<file path="config.mk">
export PLATFORM = sky130hd
export DESIGN_NAME = rmii_mac_tx_flat
export DESIGN_NICKNAME = d
export VERILOG_FILES = /design/src/rtl/rmii_mac_tx_if.sv /design/src/rtl/rmii_mac_tx.sv /design/src/flat_wrapper.sv
export SDC_FILE = /design/constraint.sdc
export NUM_CORES = 1
export LEC_CHECK = 0
export ABC_CLOCK_PERIOD_IN_PS = 3600
export CORE_MARGIN = 8
export CORE_UTILIZATION = 25
export CTS_CLUSTER_SIZE = 24
export DETAILED_ROUTE_END_ITERATION = 10
export GPL_ROUTABILITY_DRIVEN = 0
export HOLD_SLACK_MARGIN = 0.1
export PLACE_DENSITY = 0.52
export SLEW_MARGIN = 20
export SYNTH_ARGS = -nofsm -noshare
export SYNTH_HDL_FRONTEND = slang
export SYNTH_SLANG_ARGS = --single-unit
</file>
<file path="constraint.sdc">
create_clock -name CLK -period 3.6 [get_ports CLK]
set_clock_uncertainty 0.1 [all_clocks]
set_input_delay 0.72 -clock CLK [delete_from_list [all_inputs] [get_ports CLK]]
set_output_delay 0.72 -clock CLK [all_outputs]
set_load 0.05 [all_outputs]
</file>
<file path="src/rtl/rmii_mac_tx_if.sv">
// Byte-stream handshake feeding the RMII transmit MAC.
interface rmii_mac_tx_if;
  logic [7:0] s_tdata;
  logic       s_tvalid;
  logic       s_tlast;
  logic       s_tready;

  modport master (output s_tdata, s_tvalid, s_tlast, input s_tready);
  modport slave  (input s_tdata, s_tvalid, s_tlast, output s_tready);
endinterface

</file>
<file path="src/rtl/rmii_mac_tx.sv">
// RMII Ethernet MAC transmit path: preamble/SFD, payload, zero pad, CRC-32 FCS, IFG.
// One dibit per 50 MHz cycle, LSB dibit first; every output is registered.
module rmii_mac_tx #(
  parameter int unsigned PREAMBLE_BYTES  = 7,
  parameter int unsigned MIN_FRAME_BYTES = 60,
  parameter int unsigned IFG_BYTES       = 12
) (
  input  logic         CLK,
  input  logic         RST_N,
  rmii_mac_tx_if.slave s_axis,
  output logic         ETH_TXEN,
  output logic [1:0]   ETH_TXD,
  output logic         busy,
  output logic         frame_done,
  output logic         underrun
);
  typedef enum logic [2:0] {IDLE, PRE, SFD, DATA, PAD, FCS, IFG} state_t;

  localparam logic [7:0]  PRE_LAST = 8'(PREAMBLE_BYTES - 1);
  localparam logic [7:0]  IFG_LAST = 8'(IFG_BYTES - 1);
  localparam logic [10:0] MIN_LEN  = 11'(MIN_FRAME_BYTES);

  state_t      state, state_n;
  logic [1:0]  cnt, cnt_n;
  logic [7:0]  bcnt, bcnt_n;
  logic [10:0] byte_cnt, byte_cnt_n, byte_inc;
  logic [7:0]  tx_byte, tx_byte_n;
  logic        cur_last, last_n;
  logic [31:0] crc, crc_n, crc_upd;
  logic        txen_n, tready_n, busy_n, done_n, und_n;
  logic [1:0]  txd_n;
  logic        fetch, to_fcs, go_gap;

  function automatic logic [31:0] crc_dibit(input logic [31:0] c, input logic [1:0] d);
    logic [31:0] r;
    r = c;
    for (int unsigned i = 0; i < 2; i++)
      r = (r >> 1) ^ (((r[0] ^ d[i]) == 1'b1) ? 32'hEDB88320 : 32'h0);
    return r;
  endfunction

  always_comb begin
    state_n    = state;
    cnt_n      = cnt + 2'd1;
    bcnt_n     = bcnt;
    byte_cnt_n = byte_cnt;
    tx_byte_n  = tx_byte;
    last_n     = cur_last;
    crc_n      = crc;
    txen_n     = 1'b0;
    txd_n      = 2'b00;
    tready_n   = 1'b0;
    busy_n     = 1'b1;
    done_n     = 1'b0;
    und_n      = 1'b0;
    fetch      = 1'b0;
    to_fcs     = 1'b0;
    go_gap     = 1'b0;
    // CRC absorbs the dibit currently on the wire, so it is current at each edge
    crc_upd    = crc_dibit(crc, ETH_TXD);
    byte_inc   = (byte_cnt == 11'h7FF) ? byte_cnt : byte_cnt + 11'd1;

    unique case (state)
      IDLE: begin
        busy_n     = s_axis.s_tvalid;
        cnt_n      = '0;
        bcnt_n     = '0;
        byte_cnt_n = '0;
        crc_n      = '1;
        if (s_axis.s_tvalid) begin
          state_n = (PREAMBLE_BYTES == 0) ? SFD : PRE;
          txen_n  = 1'b1;
          txd_n   = 2'b01;
        end
      end
      PRE: begin
        txen_n = 1'b1;
        txd_n  = 2'b01;
        if (cnt == 2'd3) begin
          bcnt_n = bcnt + 8'd1;
          if (bcnt == PRE_LAST) begin
            state_n = SFD;
            bcnt_n  = '0;
          end
        end
      end
      SFD: begin
        txen_n   = 1'b1;
        txd_n    = (cnt_n == 2'd3) ? 2'b11 : 2'b01;
        tready_n = (cnt_n == 2'd3);
        fetch    = (cnt == 2'd3);
      end
      DATA: begin
        txen_n   = 1'b1;
        crc_n    = crc_upd;
        txd_n    = tx_byte[{cnt_n, 1'b0} +: 2];
        tready_n = (cnt_n == 2'd3) && !cur_last;
        if (cnt == 2'd3) begin
          byte_cnt_n = byte_inc;
          if (!cur_last) fetch = 1'b1;
          else if (byte_inc < MIN_LEN) begin
            state_n   = PAD;
            tx_byte_n = '0;
            txd_n     = 2'b00;
          end else to_fcs = 1'b1;
        end
      end
      PAD: begin
        txen_n = 1'b1;
        crc_n  = crc_upd;
        if (cnt == 2'd3) begin
          byte_cnt_n = byte_inc;
          to_fcs     = (byte_inc >= MIN_LEN);
        end
      end
      FCS: begin
        txen_n = 1'b1;
        txd_n  = ~crc[1:0];
        crc_n  = crc >> 2;
        done_n = (bcnt == 8'd3) && (cnt_n == 2'd3);
        if (cnt == 2'd3) begin
          bcnt_n = bcnt + 8'd1;
          go_gap = (bcnt == 8'd3);
        end
      end
      IFG: begin
        if (cnt == 2'd3) begin
          bcnt_n = bcnt + 8'd1;
          if (bcnt == IFG_LAST) begin
            state_n = IDLE;
            busy_n  = 1'b0;
          end
        end
      end
      default: begin
        state_n = IDLE;
        busy_n  = 1'b0;
      end
    endcase

    if (fetch) begin
      if (s_axis.s_tvalid) begin
        state_n   = DATA;
        tx_byte_n = s_axis.s_tdata;
        last_n    = s_axis.s_tlast;
        txen_n    = 1'b1;
        txd_n     = s_axis.s_tdata[1:0];
        tready_n  = 1'b0;
      end else begin
        und_n  = 1'b1;
        go_gap = 1'b1;
      end
    end

    // FCS is shifted out of the CRC register; the first dibit comes from the final update
    if (to_fcs) begin
      state_n = FCS;
      txen_n  = 1'b1;
      txd_n   = ~crc_upd[1:0];
      crc_n   = crc_upd >> 2;
      bcnt_n  = '0;
    end

    if (go_gap) begin
      state_n  = (IFG_BYTES == 0) ? IDLE : IFG;
      busy_n   = (IFG_BYTES != 0);
      txen_n   = 1'b0;
      txd_n    = 2'b00;
      tready_n = 1'b0;
      bcnt_n   = '0;
    end
  end

  always_ff @(posedge CLK) begin
    if (!RST_N) begin
      state           <= IDLE;
      cnt             <= '0;
      bcnt            <= '0;
      byte_cnt        <= '0;
      tx_byte         <= '0;
      cur_last        <= 1'b0;
      crc             <= '1;
      ETH_TXEN        <= 1'b0;
      ETH_TXD         <= 2'b00;
      s_axis.s_tready <= 1'b0;
      busy            <= 1'b0;
      frame_done      <= 1'b0;
      underrun        <= 1'b0;
    end else begin
      state           <= state_n;
      cnt             <= cnt_n;
      bcnt            <= bcnt_n;
      byte_cnt        <= byte_cnt_n;
      tx_byte         <= tx_byte_n;
      cur_last        <= last_n;
      crc             <= crc_n;
      ETH_TXEN        <= txen_n;
      ETH_TXD         <= txd_n;
      s_axis.s_tready <= tready_n;
      busy            <= busy_n;
      frame_done      <= done_n;
      underrun        <= und_n;
    end
  end
endmodule

</file>
<file path="src/flat_wrapper.sv">
// flat-port wrapper written by rule: the top's interface ports become plain ports
module rmii_mac_tx_flat 
#(
  parameter int unsigned PREAMBLE_BYTES  = 7,
  parameter int unsigned MIN_FRAME_BYTES = 60,
  parameter int unsigned IFG_BYTES       = 12
)
  (CLK, RST_N, ETH_TXEN, ETH_TXD, busy, frame_done, underrun, s_axis_s_tdata, s_axis_s_tvalid, s_axis_s_tlast, s_axis_s_tready);
  rmii_mac_tx_if s_axis_i ();
  input  logic CLK;
  input  logic RST_N;
  output logic ETH_TXEN;
  output logic [1:0] ETH_TXD;
  output logic busy;
  output logic frame_done;
  output logic underrun;
  input wire logic [$bits(s_axis_i.s_tdata)-1:0] s_axis_s_tdata;
  input wire logic [$bits(s_axis_i.s_tvalid)-1:0] s_axis_s_tvalid;
  input wire logic [$bits(s_axis_i.s_tlast)-1:0] s_axis_s_tlast;
  output wire logic [$bits(s_axis_i.s_tready)-1:0] s_axis_s_tready;
  assign s_axis_i.s_tdata = s_axis_s_tdata;
  assign s_axis_i.s_tvalid = s_axis_s_tvalid;
  assign s_axis_i.s_tlast = s_axis_s_tlast;
  assign s_axis_s_tready = s_axis_i.s_tready;
  rmii_mac_tx #(.PREAMBLE_BYTES(PREAMBLE_BYTES), .MIN_FRAME_BYTES(MIN_FRAME_BYTES), .IFG_BYTES(IFG_BYTES)) u_core (.CLK(CLK), .RST_N(RST_N), .s_axis(s_axis_i), .ETH_TXEN(ETH_TXEN), .ETH_TXD(ETH_TXD), .busy(busy), .frame_done(frame_done), .underrun(underrun));
endmodule
</file>
==> metrics <==
Fillers approximately 1.6k; final wirelength between 10000 and 15000 µm; Tmin final 3.085 ns; Setup Crit Path Kind register to register; CTS Sinks slightly above 70; NumNets Final ~530; largest net degree at the start of global routing 33; Reg power frac 0.400; DRT antenna net count 0; Vias about 3.6k; clk_lat worst skew approximately 0.33 ns; leakage power approximately 1.7 nW; CTS root buf clkbuf_16; share of layout cells above drive strength 1 0.08366; Pins Over Slew Limit 0; yosys warns 0; synthesized area per cell about 7.9 µm²; Core Rows 45; Global Route Usage Sum 0.1094; post-route total power 2.029 mW; Port Buf Inserts 18; Arrival @ worst endpoint roughly 3.2 ns; io pins 19; Post-CTS Hold Fix Bufs 0; Netlist cell types 53; post-cts resize count 0; Fin. Hold Viols 0; setup_tns 0 ns; maxcap violations 0; post-synthesis net count 511; Cell Pwr Density between 400 and 500 nW/µm²; flops & latches, synth just over 70; first-pass GRT wire length 17530 µm; Least-Margin Pin Slew between 0.8 and 0.9 ns; Crit-path slowest cell or3_1; WP data required about 3.7 ns; Die Wd between 100 and 150 µm; drt wl/cell roughly 15 µm; Synth async-reset ratio 0; status complete, no violations; Setup crit end kind register; Internal Power roughly 1.6 mW; Initial DRC Count about 270; Worst-path clk slew 0.06 ns; fmax approximately 320 MHz; ys flop type dfxtp_1; RSZ-0062 raised after global routing no; VDD IR max approximately 180 µV; Switching Power approximately 420 µW; total CTS buffers 9; Logic pwr share 0.056; Layout area overhead 20.96%; Die Y approximately 140 µm; crit path max fanout 32; Net Sw Frac 0.2062; Hold WC Path Type register to register; final setup vio count 0; Mapped Cells roughly 490; die area 19900 µm²; CP cell instances ha_1 -> nand3_1 -> or3_1 -> a31oi_1 -> o221a_2 -> buf_4 -> mux2i_1 -> a21oi_1; Mapped Area 3910 µm²; Seq/Total Area, Yosys 0.3686; DR DRC count 0; Clock Power Share 0.544; Post-synth EDFFs 0; DRT Pass-1 Iters 5; maximum buffer depth of the clock tree 2; fin crit share 0.8569; relative max-transition margin 0.4402; initial antenna violation count 0; crit start category register; vias per inst 4.960; vias in the first global route roughly 3.3k; Ant. Diodes 0; CTS H-tree depth 3; peak per-stage delay on the critical path ~0.50 ns; hpwl dp between 7000 and 8000 µm; Initial Utilization 0.2563; global route overflow 0; CTS tree built; post-CTS setup buffers 0; core area 15260 µm²
## kinds of logic after synthesis
| family | share of synthesized area |
|---|---|
| AND/OR/NAND/NOR | 0.2397 |
| multiplexers | 0.02432 |
| flip-flops | 0.3686 |
| XOR/XNOR | 0.06720 |
| buffers and inverters | 0.03872 |
| adder cells (fa/ha/maj) | 0.01600 |
| AO/OA/AOI/OAI | 0.2454 |
## Yosys cell counts, types with 8 or more instances
cell type   n  area share
xor2_1     16       0.036
nand3_1    15       0.019
nor3_1     20       0.026
a21oi_1    28       0.036
xnor2_1    14       0.031
inv_1       8      0.0077
o21ai_0    38       0.049
nor2_1     55       0.053
a211oi_1   13       0.025
o211ai_1   15       0.029
dfxtp_1    72        0.37
a311oi_1   11       0.025
clkbuf_1   27       0.026
nand2_1    54       0.052
## routing by layer
layer | GRT usage | up-vias | share of wire
li1 | - | 1821 | -
met1 | 0.1553 | 1679 | 0.51
met2 | 0.1548 | 89 | 0.42
met3 | 0.02768 | 7 | 0.061
met4 | 0.03959 | 0 | 0.011
met5 | 0 | - | 0
## worst max-delay path: cells and delay by family (launching register included)
kind | cells | cell delay [ns]
AOI/OAI and AO/OA | 3 | 0.78
and+or+nand+nor | 2 | 0.70
DFF | 1 | 0.42
buffers and inverters | 1 | 0.40
adders and majority gates | 1 | 0.27
muxes | 1 | 0.24
## cell type report
class                           instances  area (µm²)  share of cell area
Inverter                                8       30.03            0.006349
Clock buffer                           10       239.0             0.05053
Tap cell                              211       264.0             0.05582
Clock inverter                          6       130.1             0.02751
Timing Repair Buffer                   35       307.8             0.06508
Multi-Input combinational cell        383        2317              0.4899
Sequential cell                        72        1441              0.3048
## cells in the final DEF, fill, tap and decap left out, drive strengths merged, types with 6 or more instances in the layout
| cell | instances |
|---|---|
| nand2 | 54 |
| and3 | 7 |
| o211ai | 15 |
| a211oi | 14 |
| a311oi | 11 |
| nor2 | 55 |
| o21ai | 39 |
| nor3 | 20 |
| xnor2 | 14 |
| nor2b | 7 |
| clkdlybuf4s50 | 18 |
| dfxtp | 72 |
| buf | 17 |
| and2 | 7 |
| inv | 8 |
| xor2 | 16 |
| o31ai | 6 |
| a21oi | 28 |
| nand3 | 15 |
| clkbuf | 10 |
| nand4 | 7 |
## stage by stage
stage / setup WS [ns] / cell area [µm²] / util / std cells / hold WS (ns)
CTS: 0.5525 / 4730 / 0.3100 / 725 / 0.3639
global route: 0.3005 / 4730 / 0.3100 / 725 / 0.3804
floorplan: 0.9536 / 3910 / - / 494 / 0.3438
finish: 0.5150 / 4730 / 0.3100 / 725 / 0.3671
global placement: 0.6501 / 4360 / 0.2858 / 709 / 0.3543
detailed placement: 0.5571 / 4360 / 0.2858 / 709 / 0.3561
## state kept, by name (all words and copies together) (netlist names)
signal	flops
u_core.ETH_TXD	2
u_core.ETH_TXEN	1
u_core.bcnt	8
u_core.busy	1
u_core.byte_cnt	11
u_core.cnt	2
u_core.crc	32
u_core.cur_last	1
u_core.frame_done	1
u_core.s_axis.s_tready	1
u_core.state	3
u_core.tx_byte	8
u_core.underrun	1
## final timing paths
| kind | startpoint | end | slack (ns) | depth (start not counted) |
|---|---|---|---|---|
| min | u_core.tx_byte[2] | u_core.tx_byte[2] | 0.37 | 2 |
| max reg2reg | u_core.byte_cnt[0] | u_core.crc[4] | 0.52 | 8 |
| min reg2reg | u_core.tx_byte[2] | u_core.tx_byte[2] | 0.37 | 2 |
| max | u_core.byte_cnt[0] | u_core.crc[4] | 0.52 | 8 |
## power by group through the flow
stage | Sequential [mW] | Clock, mW | Combinational, mW
finish | 0.812 | 1.10 | 0.114
floorplan | 0.833 | 0 | 0.0638
global route | 0.813 | 1.16 | 0.124
detailed placement | 0.829 | 0 | 0.115
global placement | 0.829 | 0 | 0.115
CTS | 0.812 | 1.12 | 0.115
Note: power is estimated with default switching activity, not from simulation.
